File: src/rtl/tl_pkg.sv
// Shared TileLink-UL definitions: channel opcodes and the transfer size
// used by the 32-bit TL blocks.
package tl_pkg;

    typedef enum logic [2:0] {
        PutFullData    = 3'h0,
        PutPartialData = 3'h1,
        Get            = 3'h4
    } tl_a_op_e;

    typedef enum logic [2:0] {
        AccessAck     = 3'h0,
        AccessAckData = 3'h1
    } tl_d_op_e;

    // log2 of the byte count of one 32-bit word transfer
    localparam logic [1:0] TlSizeWord = 2'd2;

endpackage

File: src/rtl/tl_bram_host.sv
// Single-outstanding bridge from a word request/response port to a
// TileLink-UL host link. All outputs are registers or state decode.
module tl_bram_host
    import tl_pkg::*;
#(
    parameter int                     AddrWidth   = 12,
    parameter int                     SourceWidth = 1,
    parameter logic [SourceWidth-1:0] SourceId    = '0
) (
    input  logic                   clk_i,
    input  logic                   rst_ni,

    input  logic                   req_valid_i,
    output logic                   req_ready_o,
    input  logic                   req_we_i,
    input  logic [AddrWidth-3:0]   req_addr_i,
    input  logic [3:0]             req_wmask_i,
    input  logic [31:0]            req_wdata_i,

    output logic                   rsp_valid_o,
    input  logic                   rsp_ready_i,
    output logic [31:0]            rsp_rdata_o,
    output logic                   rsp_error_o,

    output logic                   host_a_valid_o,
    output logic [2:0]             host_a_opcode_o,
    output logic [2:0]             host_a_param_o,
    output logic [1:0]             host_a_size_o,
    output logic [SourceWidth-1:0] host_a_source_o,
    output logic [AddrWidth-1:0]   host_a_address_o,
    output logic [3:0]             host_a_mask_o,
    output logic                   host_a_corrupt_o,
    output logic [31:0]            host_a_data_o,
    input  logic                   host_a_ready_i,

    input  logic                   host_d_valid_i,
    input  logic [2:0]             host_d_opcode_i,
    input  logic [2:0]             host_d_param_i,
    input  logic [1:0]             host_d_size_i,
    input  logic [SourceWidth-1:0] host_d_source_i,
    input  logic                   host_d_sink_i,
    input  logic                   host_d_denied_i,
    input  logic                   host_d_corrupt_i,
    input  logic [31:0]            host_d_data_i,
    output logic                   host_d_ready_o
);

    typedef enum logic [1:0] {
        IDLE   = 2'd0,
        SEND_A = 2'd1,
        WAIT_D = 2'd2,
        RESP   = 2'd3
    } state_e;

    state_e                 state_q, state_d;
    logic [2:0]             a_opcode_q, a_opcode_d;
    logic [AddrWidth-1:0]   a_address_q, a_address_d;
    logic [3:0]             a_mask_q, a_mask_d;
    logic [31:0]            a_data_q, a_data_d;
    logic [31:0]            rdata_q, rdata_d;
    logic                   error_q, error_d;

    // Response routing fields are deliberately ignored with one outstanding request.
    logic unused_d_fields;
    assign unused_d_fields = ^{host_d_param_i, host_d_size_i, host_d_source_i, host_d_sink_i};

    function automatic logic [2:0] a_opcode_for(input logic we, input logic [3:0] mask);
        logic [2:0] op;
        if (!we) begin
            op = Get;
        end else if (mask == 4'hF) begin
            op = PutFullData;
        end else begin
            op = PutPartialData;
        end
        return op;
    endfunction

    // Next-state, request latching and response capture.
    always_comb begin
        state_d     = state_q;
        a_opcode_d  = a_opcode_q;
        a_address_d = a_address_q;
        a_mask_d    = a_mask_q;
        a_data_d    = a_data_q;
        rdata_d     = rdata_q;
        error_d     = error_q;

        case (state_q)
            IDLE: begin
                if (req_valid_i) begin
                    a_opcode_d  = a_opcode_for(req_we_i, req_wmask_i);
                    a_address_d = {req_addr_i, 2'b00};
                    a_mask_d    = req_we_i ? req_wmask_i : 4'hF;
                    a_data_d    = req_we_i ? req_wdata_i : 32'h0000_0000;
                    rdata_d     = 32'h0000_0000;
                    error_d     = 1'b0;
                    // An empty write mask completes locally without touching the bus.
                    if (req_we_i && (req_wmask_i == 4'h0)) begin
                        state_d = RESP;
                    end else begin
                        state_d = SEND_A;
                    end
                end else begin
                    state_d = IDLE;
                end
            end
            SEND_A: begin
                if (host_a_ready_i) begin
                    state_d = WAIT_D;
                end else begin
                    state_d = SEND_A;
                end
            end
            WAIT_D: begin
                if (host_d_valid_i) begin
                    rdata_d = (host_d_opcode_i == AccessAckData) ? host_d_data_i : 32'h0000_0000;
                    error_d = host_d_denied_i |
                              (host_d_corrupt_i & (host_d_opcode_i == AccessAckData));
                    state_d = RESP;
                end else begin
                    state_d = WAIT_D;
                end
            end
            RESP: begin
                if (rsp_ready_i) begin
                    state_d = IDLE;
                end else begin
                    state_d = RESP;
                end
            end
            default: begin
                state_d = IDLE;
            end
        endcase
    end

    // State and datapath registers.
    always_ff @(posedge clk_i or negedge rst_ni) begin
        if (!rst_ni) begin
            state_q     <= IDLE;
            a_opcode_q  <= 3'h0;
            a_address_q <= '0;
            a_mask_q    <= 4'h0;
            a_data_q    <= 32'h0000_0000;
            rdata_q     <= 32'h0000_0000;
            error_q     <= 1'b0;
        end else begin
            state_q     <= state_d;
            a_opcode_q  <= a_opcode_d;
            a_address_q <= a_address_d;
            a_mask_q    <= a_mask_d;
            a_data_q    <= a_data_d;
            rdata_q     <= rdata_d;
            error_q     <= error_d;
        end
    end

    assign req_ready_o      = (state_q == IDLE);
    assign rsp_valid_o      = (state_q == RESP);
    assign rsp_rdata_o      = rdata_q;
    assign rsp_error_o      = error_q;

    assign host_a_valid_o   = (state_q == SEND_A);
    assign host_a_opcode_o  = a_opcode_q;
    assign host_a_param_o   = 3'h0;
    assign host_a_size_o    = TlSizeWord;
    assign host_a_source_o  = SourceId;
    assign host_a_address_o = a_address_q;
    assign host_a_mask_o    = a_mask_q;
    assign host_a_corrupt_o = 1'b0;
    assign host_a_data_o    = a_data_q;

    // Stray beats left over from an abandoned transaction drain in IDLE.
    assign host_d_ready_o   = (state_q == IDLE) || (state_q == WAIT_D);

endmodule

File: config.mk
export PLATFORM = sky130hd
export DESIGN_NAME = tl_bram_host
export DESIGN_NICKNAME = d
export VERILOG_FILES = /design/src/rtl/tl_pkg.sv /design/src/rtl/tl_bram_host.sv
export SDC_FILE = /design/constraint.sdc
export NUM_CORES = 1
export LEC_CHECK = 0
export CORE_MARGIN = 1
export CORE_UTILIZATION = 40
export CTS_CLUSTER_DIAMETER = 120
export DETAILED_ROUTE_END_ITERATION = 10
export GPL_TIMING_DRIVEN = 1
export PLACE_DENSITY_LB_ADDON = 0.3
export SYNTH_ARGS = -nofsm -noshare
export SYNTH_HDL_FRONTEND = slang
export SYNTH_SLANG_ARGS = --single-unit
File: constraint.sdc
create_clock -name clk_i -period 5.2 [get_ports clk_i]
set_clock_uncertainty 0.15 [all_clocks]
set_input_delay 1.04 -clock clk_i [delete_from_list [all_inputs] [get_ports clk_i]]
set_output_delay 1.04 -clock clk_i [all_outputs]
set_load 0.005 [all_outputs]
# Word-level counts from Yosys, hierarchy flattened
# Index checks and enable logic that the tools add are counted.
# totals
ff_bits	84
latchBits	0
ram_bits	0
rom_bits	0
inputBits	97
n_memories	0
# classes
add_sub_neg	0
mul	0
div	0
order_cmp	0
eq_ne	7
shifts	0
muxes	17
bitwise	2
n_reduce_logical	7
# op_table
operator	n
two-way mux 32 bit	4
case mux 32 bit (2 select lines)	1
two-way mux 2 bit	4
case mux 2 bit (4 select lines)	1
equality test 2 bit, second input constant	2
equality test 4 bit, second input constant	1
logical NOT 4 bit	1
two-way mux 1 bit	4
two-way mux 4 bit	1
inequality test 2 bit, second input constant	2
equality test 3 x 1 -> 1 bit, second input constant	1
two-way mux 3 bit	1
AND reduction 3 bit	1
equality test 2 x 1 -> 1 bit, second input constant	1
logical NOT 2 bit	1
case mux 1 bit (2 select lines)	1
AND reduction 2 bit	1
nonzero test 2 bit	1
bitwise AND 1 bit	1
logical AND 1 bit	1
logical OR 1 bit	1
OR 1 bit	1

# Depth between registers and ports, before layout
# Gate-level depths: netlist (run 1).
# logic_depth
ltp_word	5
mapped_depth	7

# Worst setup path after synthesis (run 1)
# OpenSTA, ideal clock, no wires.
# synth_timing
path_type	in2reg
startpoint	in req_valid_i
endpoint	reg a_address_q[11], in the netlist host_a_address_o[11]
setup_ns	0.125
arrival_ns	1.942
required_ns	4.925
path_slack_ns	2.983
cell_stages	4
path_buffers	2
cell_sequence	or3b_1 buf_6 buf_8 mux2_4
# synth_between
elab_chain_cells	1
# synth_rtl
element	line_no	rtl
start, declared	tl_bram_host.sv:13	input logic req_valid_i,
AND reduction 2 bit (no source line)	--	
end signal, assigned	tl_bram_host.sv:151	a_address_q <= a_address_d;
end, declared	tl_bram_host.sv:57	logic [AddrWidth-1:0] a_address_q, a_address_d;
# Every way passes these cells.
# A chain may end at the register's enable or synchronous reset.

# Worst setup path in the final report (run 1)
# layout_timing
startpoint	in req_valid_i
endpoint	reg state_q[0]
# layout_between
elab_chain_cells	2
# layout_rtl
element	line_no	rtl
two-way mux 2 bit	tl_bram_host.sv:91	if (req_valid_i) begin
case mux 2 bit (4 select lines)	tl_bram_host.sv:89	case (state_q)
via state_d[0]	tl_bram_host.sv:55	state_e state_q, state_d;
end signal, assigned	tl_bram_host.sv:149	state_q <= state_d;
end, declared	tl_bram_host.sv:55	
# The timed path passes the listed nets, and every way through them passes these cells.

==> summary.md, run 1 <==
| Metric | Value |
|---|---|
| Outcome | `complete, no violations` |
| GRT Resource Usage Total | `0.181` |
| Routed WL | `7730 um` |
| Vias in the first global route | `2585` |
| IO Pins | `192` |
| Reg2reg end | `state_q[0]` |
| Worst slew pin tran | `1.10 ns` |
| R2R cell count | `3` |
| FF-to-FF Start | `state_q[1]` |
| Hold path cells | `2` |
| Pins Over Slew Limit | `0` |
| Grt ovf | `0` |
| Slowest-stage cell, CP | `nand2_1` |
| Clk_lat worst skew | `0.34 ns` |
| TritonRoute pass-1 iters | `4` |
| Initial core utilization | `0.410` |
| Sequential element share of the synthesized area | `0.620` |
| Synth Warn # | `0` |
| Hold endpoint | `host_a_data_o[19]` |
| Reg2reg setup slack | `2.97 ns` |
| Relative slew slack | `0.268` |
| Hold buffers post-CTS | `0` |
| Die H | `93.5 um` |
| Port buffer count | `174` |
| Final ANT Viol Nets | `0` |
| Setup violators final | `0` |
| Final Util | `0.640` |
| Routed len/inst | `13.7 um` |
| Routability Congestion | `0.690` |
| Period utilization | `0.544` |
| Worst EP required | `5.20 ns` |
| Final hold vios | `0` |
| Setup repair bufs after CTS | `0` |
| Initial antenna violation count | `0` |
| Global-route wire length before repair | `12100 um` |
| Pleak | `2.34 nW` |
| Worst-path clk slew | `0.07 ns` |
| Routed vias | `2683` |
| Worst hold margin | `0.332 ns` |
| TNS Setup | `0 ns` |
| DPL Wire Length | `5450 um` |
| Drt drc | `0` |
| RSZ-0062 raised after global routing | `false` |
| Flops & latches, synth | `83` |
| Die width | `93.5 um` |
| Clk buf depth | `2` |
| Max IR drop VDD | `212 uV` |
| FFs w/ async S/R, synth | `1.00` |
| FP Rows | `33` |
| CTS tree | `built` |
| Largest net degree at the start of global routing | `88` |
| Commonest non-fill, non-tap cell in the layout | `clkdlybuf4s50_1` |
| Final min period | `2.83 ns` |
| Synth Flop Type | `dfrtp_1` |
| Syn Inst Count | `294` |
| Ant diodes | `0` |
| Worst Path Arrival | `2.83 ns` |
| P per Cell Area | `447 nW/um2` |
| Critical Path End Type | `register` |
| Core Region | `8180 um2` |
| Syn Std Cell Area | `3350 um2` |
| Worst hold path type | `register to register` |
| Setup crit start kind | `input pin` |
| Die footprint | `8740 um2` |
| Synth Area per Inst | `11.4 um2` |
| Fmax | `0.353 GHz` |
| CTS root buffer | `clkbuf_8` |
| EDFF count, synth | `0` |
| Drt via density | `4.74` |
| Crit-path cells | `clkdlybuf4s50_1 -> mux2_2 -> nand2_1 -> o311ai_0` |
| Hold Path Origin | `host_a_data_o[19]` |
| Initial DRC count | `89` |
| Max Cap Viol | `0` |
| Most frequent cells in the layout | `clkdlybuf4s50_1 (173), dfrtp_1 (83), nand2_1 (74), a22o_1 (32), o21ai_0 (24)` |
| Total power | `2.34 mW` |
| Post-CTS Resized | `0` |
| Type of the worst setup path | `input pin to register` |
| CP peak stage delay | `0.77 ns` |
| Unique cell type count in the Yosys netlist | `28` |
| Layout cells sized above 1 | `0.0607` |
| H-tree levels | `3` |
| Crit Path Max Fanout | `33` |
| Nets | `553` |
| Clock sink count | `83` |
| Area Overhead vs Synth | `56.3%` |
| Cts bufs inserted | `9` |
-- cell usage after synthesis (2+ instances only) --
master / count / area [um2]
buf_6: 6 / 67.6
buf_4: 10 / 75.1
dfrtp_1: 83 / 2080
o21ai_1: 15 / 75.1
clkbuf_1: 9 / 33.8
mux2_4: 10 / 150
nor2_1: 3 / 11.3
nand2_1: 74 / 278
inv_1: 2 / 7.51
buf_2: 6 / 30.0
a22o_1: 32 / 280
conb_1: 2 / 7.51
o21ai_0: 24 / 120
nor2b_1: 4 / 25.0
-- kinds of logic after synthesis --
family          count (synthesis)  synth area share
simple gates                   89             0.111
flops                          83             0.620
compound gates                 75             0.150
buf+inv                        34            0.0684
mux                            11            0.0482
other cells                     2           0.00224
-- worst max-delay path: cells and delay by family --
kind	cells	cell delay, ns
AND/OR/NAND/NOR	1	0.77
buffers and inverters	1	0.45
AO/OA/AOI/OAI	1	0.29
multiplexers	1	0.28
-- per-stage QoR --
step,setup slack [ns],area (um2),cells
final,2.37,5230,566
after global routing,2.23,5230,566
after CTS,2.34,5230,566
after detailed placement,1.98,5040,550
after global placement,2.04,5040,550
after floorplan,2.98,3380,302
-- state kept, by name, summed over array words and instances (netlist names) --
name              cells
state_q               2
rsp_rdata_o          32
rsp_error_o           1
host_a_address_o     10
host_a_data_o        32
host_a_mask_o         4
host_a_opcode_o       2
-- where the power goes --
part	internal, mW	switching (mW)
clock network	0.235	0.214
registers	0.863	0.120
logic	0.586	0.323
-- worst max-delay path by stage --
stage | to | slack [ns] | cells after the start | start
2_1_floorplan | host_a_address_o[11] | 2.98 | 4 | req_valid_i
3_3_place_gp | state_q[0] | 2.04 | 4 | req_valid_i
3_5_place_dp | state_q[0] | 1.98 | 4 | req_valid_i
4_1_cts | state_q[0] | 2.34 | 4 | req_valid_i
5_1_grt | state_q[0] | 2.23 | 4 | req_valid_i
6_report | state_q[0] | 2.37 | 4 | req_valid_i
-- routing by layer --
layer / wire length, um / global-route usage / part of all wire
met1: 3250 / 0.215 / 0.42
met2: 3450 / 0.284 / 0.45
met3: 868 / 0.0797 / 0.11
met4: 163 / 0.0821 / 0.021
met5: 0 / 0 / 0
-- area by class of cell --
| type | instances | area, um2 |
|---|---|---|
| Clock buffer | 12 | 145 |
| Clock inverter | 4 | 50.0 |
| Fill cell | 651 | 2940 |
| Inverter | 2 | 7.51 |
| Multi-Input combinational cell | 185 | 1070 |
| Sequential cell | 83 | 2080 |
| Tap cell | 105 | 131 |
| Timing Repair Buffer | 175 | 1750 |
No activity file was read; power rests on OpenSTA's default activity.
==> inputs of run 2 (changes only) <==
CORE_UTILIZATION = 38   (was 40)
clock period = 2.9 ns   (was 5.2 ns; I/O delays follow)
==> summary.md, run 2 (synthesis gave the netlist of run 1 again) <==
| Metric | Value |
|---|---|
| Core Region | `8380 um2` |
| CTS tree | `built` |
| Worst-path clk slew | `0.08 ns` |
| Clk buf depth | `2` |
| Initial core utilization | `0.399` |
| Setup violators final | `0` |
| Largest delay share family, worst path | `buffers and inverters` |
| Critical path buffers and inverters | `1` |
| Crit-path cells | `and2_1 -> clkdlybuf4s50_1` |
| Post-CTS Resized | `0` |
| Fin worst setup slack | `0.638 ns` |
| Setup repair bufs after CTS | `0` |
| GRT Resource Usage Total | `0.180` |
| FP Rows | `33` |
| Worst slack, placed | `0.497 ns` |
| Worst path depth | `2` |
| Dpl cell area | `5130 um2` |
| Critical Path End Type | `output pin` |
| Commonest non-fill, non-tap cell in the layout | `clkdlybuf4s50_1` |
| RSZ-0062 raised after global routing | `false` |
| Fill cells | `666` |
| Clk_lat worst skew | `0.33 ns` |
| TritonRoute pass-1 iters | `5` |
| Final hold vios | `0` |
| Largest net degree at the start of global routing | `49` |
| Nets | `560` |
| Clock sink count | `83` |
| Worst hold path type | `input pin to asynchronous set/reset pin` |
| Grt ovf | `0` |
| Initial antenna violation count | `0` |
| Drt drc | `0` |
| Initial DRC count | `59` |
| Drt via density | `4.72` |
| Period utilization | `0.780` |
| Layout cells sized above 1 | `0.0748` |
| Cts bufs inserted | `9` |
| Port buffer count | `174` |
| Outcome | `complete, no violations` |
| Pleak | `2.38 nW` |
| Pins Over Slew Limit | `0` |
| Fmax | `0.442 GHz` |
| Routability Congestion | `0.695` |
| Non-filler cells, final | `573` |
| Routed vias | `2703` |
| Routed WL | `8110 um` |
| Worst EP required | `2.17 ns` |
| Total power | `4.26 mW` |
| CTS root buffer | `clkbuf_8` |
| Slowest-stage cell, CP | `clkdlybuf4s50_1` |
| H-tree levels | `3` |
| Die width | `95.9 um` |
| Vias in the first global route | `2617` |
| Ant diodes | `0` |
| FF-to-FF Start | `state_q[1]` |
| Final ANT Viol Nets | `0` |
| Reg2reg setup slack | `1.12 ns` |
| Die H | `95.9 um` |
| Global-route wire length before repair | `12400 um` |
| Reg2reg end | `host_a_address_o[7]` |
| IO Pins | `192` |
| Setup crit start kind | `register` |
| Crit Path Max Fanout | `9` |
| Worst slew pin tran | `0.605 ns` |
| Type of the worst setup path | `register to output pin` |
| Max Cap Viol | `0` |
| Routed len/inst | `14.2 um` |
| Final min period | `2.26 ns` |
| DPL Wire Length | `5960 um` |
| CP peak stage delay | `0.52 ns` |
| R2R cell count | `3` |
| Finished layout cell area | `5320 um2` |
| Die footprint | `9190 um2` |
| Hold buffers post-CTS | `0` |
| Relative slew slack | `0.595` |
| P per Cell Area | `800 nW/um2` |
| Worst Path Arrival | `1.53 ns` |
| Max IR drop VDD | `325 uV` |
| Area Overhead vs Synth | `59.0%` |
| Most frequent cells in the layout | `clkdlybuf4s50_1 (173), dfrtp_1 (83), nand2_1 (74), a22o_1 (32), o21ai_0 (24)` |
| TNS Setup | `0 ns` |
| Dpl cells | `557` |
run 2: worst max path at each step:
stage                      startpoint              endpoint
after floorplan           req_valid_i  host_a_address_o[11]
after global placement    req_valid_i   host_a_address_o[4]
after detailed placement  req_valid_i   host_a_address_o[7]
after CTS                  state_q[1]           rsp_valid_o
after global routing       state_q[1]           rsp_valid_o
final                      state_q[1]           rsp_valid_o
run 2: stage by stage:
stage	utilization	hold WS, ns
6_report	0.635	0.0864
5_1_grt	0.635	0.120
4_1_cts	0.635	0.111
3_5_place_dp	0.612	0.320
3_3_place_gp	0.612	0.312
2_1_floorplan	-	0.134
run 2: layout make-up:
class	count	area (um2)	share of cell area
clock buffers	12	145	0.0273
well taps	105	131	0.0247
repair buffers	182	1840	0.345
flip-flops and latches	83	2080	0.390
multi-input cells	185	1070	0.202
clock inverters	4	50.0	0.00940
inverters	2	7.51	0.00141
run 2: layer usage:
| layer | share of wire | up-vias | global-route usage |
|---|---|---|---|
| li1 | - | 1316 | - |
| met1 | 0.40 | 1247 | 0.217 |
| met2 | 0.46 | 133 | 0.280 |
| met3 | 0.13 | 7 | 0.0861 |
| met4 | 0.0099 | 0 | 0.0672 |
| met5 | 0 | - | 0 |
run 2: power breakdown:
group          internal, mW  total [mW]  leakage, nW  switching, mW
clock                 0.421       0.815       0.0926          0.394
combinational          1.09        1.68         1.20          0.591
sequential             1.55        1.77         1.09          0.219
total                  3.05        4.26         2.38           1.20
==> inputs of run 3 (changes only) <==
clock period = 2.2 ns   (was 2.9 ns; I/O delays follow)
==> summary.md, run 3 (synthesis gave the netlist of run 1 again) <==
| Metric | Value |
|---|---|
| Drt via density | `4.78` |
| Switching power | `1.61 mW` |
| Routability Congestion | `0.726` |
| Fmax | `0.483 GHz` |
| Setup violators final | `0` |
| Hold endpoint | `host_a_data_o[23]` |
| Vias in the first global route | `2695` |
| Met2 usage | `0.298` |
| Drt drc | `0` |
| Clk buf depth | `2` |
| Max Cap Viol | `0` |
| Reg2reg setup slack | `0.55 ns` |
| Global-route wire length before repair | `12800 um` |
| DPL Wire Length | `6220 um` |
| Largest net degree at the start of global routing | `39` |
| Worst EP required | `1.61 ns` |
| Routed WL | `8340 um` |
| Routed vias | `2767` |
| Setup crit start kind | `register` |
| CTS root buffer | `clkbuf_8` |
| Area Overhead vs Synth | `61.4%` |
| Worst-path clk slew | `0.08 ns` |
| Hold path cells | `2` |
| GRT Resource Usage Total | `0.188` |
| Flop pwr share | `0.405` |
| Port buffer count | `174` |
| Period utilization | `0.941` |
| Share of power burned in the clock network | `0.200` |
| Pleak | `2.43 nW` |
| Ant diodes | `0` |
| FF-to-FF Start | `state_q[1]` |
| Worst slack, placed | `0.0887 ns` |
| CTS tree | `built` |
| RSZ-0062 raised after global routing | `false` |
| Worst hold margin | `0.335 ns` |
| Fill cells | `666` |
| Crit Path Max Fanout | `9` |
| Worst Path Arrival | `1.48 ns` |
| P per Cell Area | `1070 nW/um2` |
| Initial antenna violation count | `0` |
| R2R cell count | `3` |
| Routed len/inst | `14.4 um` |
| Initial core utilization | `0.399` |
| Commonest non-fill, non-tap cell in the layout | `clkdlybuf4s50_1` |
| Core Region | `8380 um2` |
| Most frequent cells in the layout | `clkdlybuf4s50_1 (173), dfrtp_1 (81), nand2_1 (74), a22o_1 (32), o21ai_0 (24)` |
| Final min period | `2.07 ns` |
| Die H | `95.9 um` |
| Clock sink count | `83` |
| Clk_lat worst skew | `0.33 ns` |
| Hold Path Origin | `host_a_data_o[23]` |
| Fin worst setup slack | `0.129 ns` |
| Final hold vios | `0` |
| Met1 usage | `0.227` |
| Worst hold path type | `register to register` |
| H-tree levels | `3` |
| Met3 usage | `0.0821` |
| Multi-input gate area | `1070 um2` |
| Busiest grt layer | `met2` |
| Layout cells sized above 1 | `0.0907` |
| Finished layout cell area | `5400 um2` |
| Reg2reg end | `host_a_address_o[7]` |
| FP Rows | `33` |
| Switching portion of total power | `0.280` |
| Nets | `567` |
| Critical Path End Type | `output pin` |
| Register area | `2080 um2` |
| Final Util | `0.645` |
| Die width | `95.9 um` |
| Max IR drop VDD | `446 uV` |
| Share of total power in combinational logic | `0.395` |
| Type of the worst setup path | `register to output pin` |
| IO Pins | `192` |
| Die footprint | `9190 um2` |
| Pins Over Slew Limit | `0` |
| Cts bufs inserted | `9` |
| Cell internal pwr | `4.16 mW` |
| Initial DRC count | `49` |
| Final ANT Viol Nets | `0` |
| Dpl cell area | `5180 um2` |
| TritonRoute pass-1 iters | `4` |
| Outcome | `complete, no violations` |
| Grt ovf | `0` |
| TNS Setup | `0 ns` |
==> run 3: worst max-delay path by stage <==
stage,start,to,slack [ns],cells past startpoint
floorplan,state_q[1],host_a_address_o[11],0.54,5
global placement,req_valid_i,host_a_address_o[4],0.11,4
detailed placement,req_valid_i,host_a_data_o[3],0.09,6
CTS,state_q[1],rsp_valid_o,0.04,2
global route,state_q[1],req_ready_o,0.01,2
finish,state_q[1],req_ready_o,0.13,2
==> run 3: power groups by stage <==
| stage | registers, mW | clock network, mW | logic, mW |
|---|---|---|---|
| floorplan | 2.37 | 0 | 0.832 |
| global placement | 2.33 | 0 | 2.26 |
| detailed placement | 2.36 | 0 | 2.31 |
| CTS | 2.34 | 1.19 | 2.32 |
| global route | 2.40 | 1.26 | 2.51 |
| finish | 2.33 | 1.16 | 2.28 |
==> run 3: final cells by class <==
class,count,area share
flip-flops and latches,83,0.385
inverters,2,0.00139
clock buffers,10,0.0236
well taps,105,0.0243
repair buffers,189,0.352
multi-input cells,185,0.199
clock inverters,5,0.0146
==> run 3: through the flow <==
stage	power, mW	instances
floorplan	3.20	302
global placement	4.59	563
detailed placement	4.67	563
CTS	5.84	579
global route	6.18	579
finish	5.77	579
==> run 3: per-layer routing <==
| layer | vias to the layer above | part of all wire |
|---|---|---|
| met5 | - | 0 |
| met1 | 1296 | 0.42 |
| met3 | 7 | 0.11 |
| met2 | 135 | 0.45 |
| met4 | 0 | 0.012 |
| li1 | 1329 | - |
==> run 3: worst max-delay path, stage by stage (launching register included) <==
cell	delay (ns)
dfrtp_2	0.46
nor2_1	0.14
clkdlybuf4s50_1	0.54
==> run 3: repair_timing <==
| action | CTS | global route |
|---|---|---|
| setup buffers | 0 | 0 |
| endpoints found under the setup margin | 0 | 3 |
| resized for setup | 0 | 2 |
| endpoints found under the hold margin | 34 | 0 |
| hold buffers | 1 | 0 |
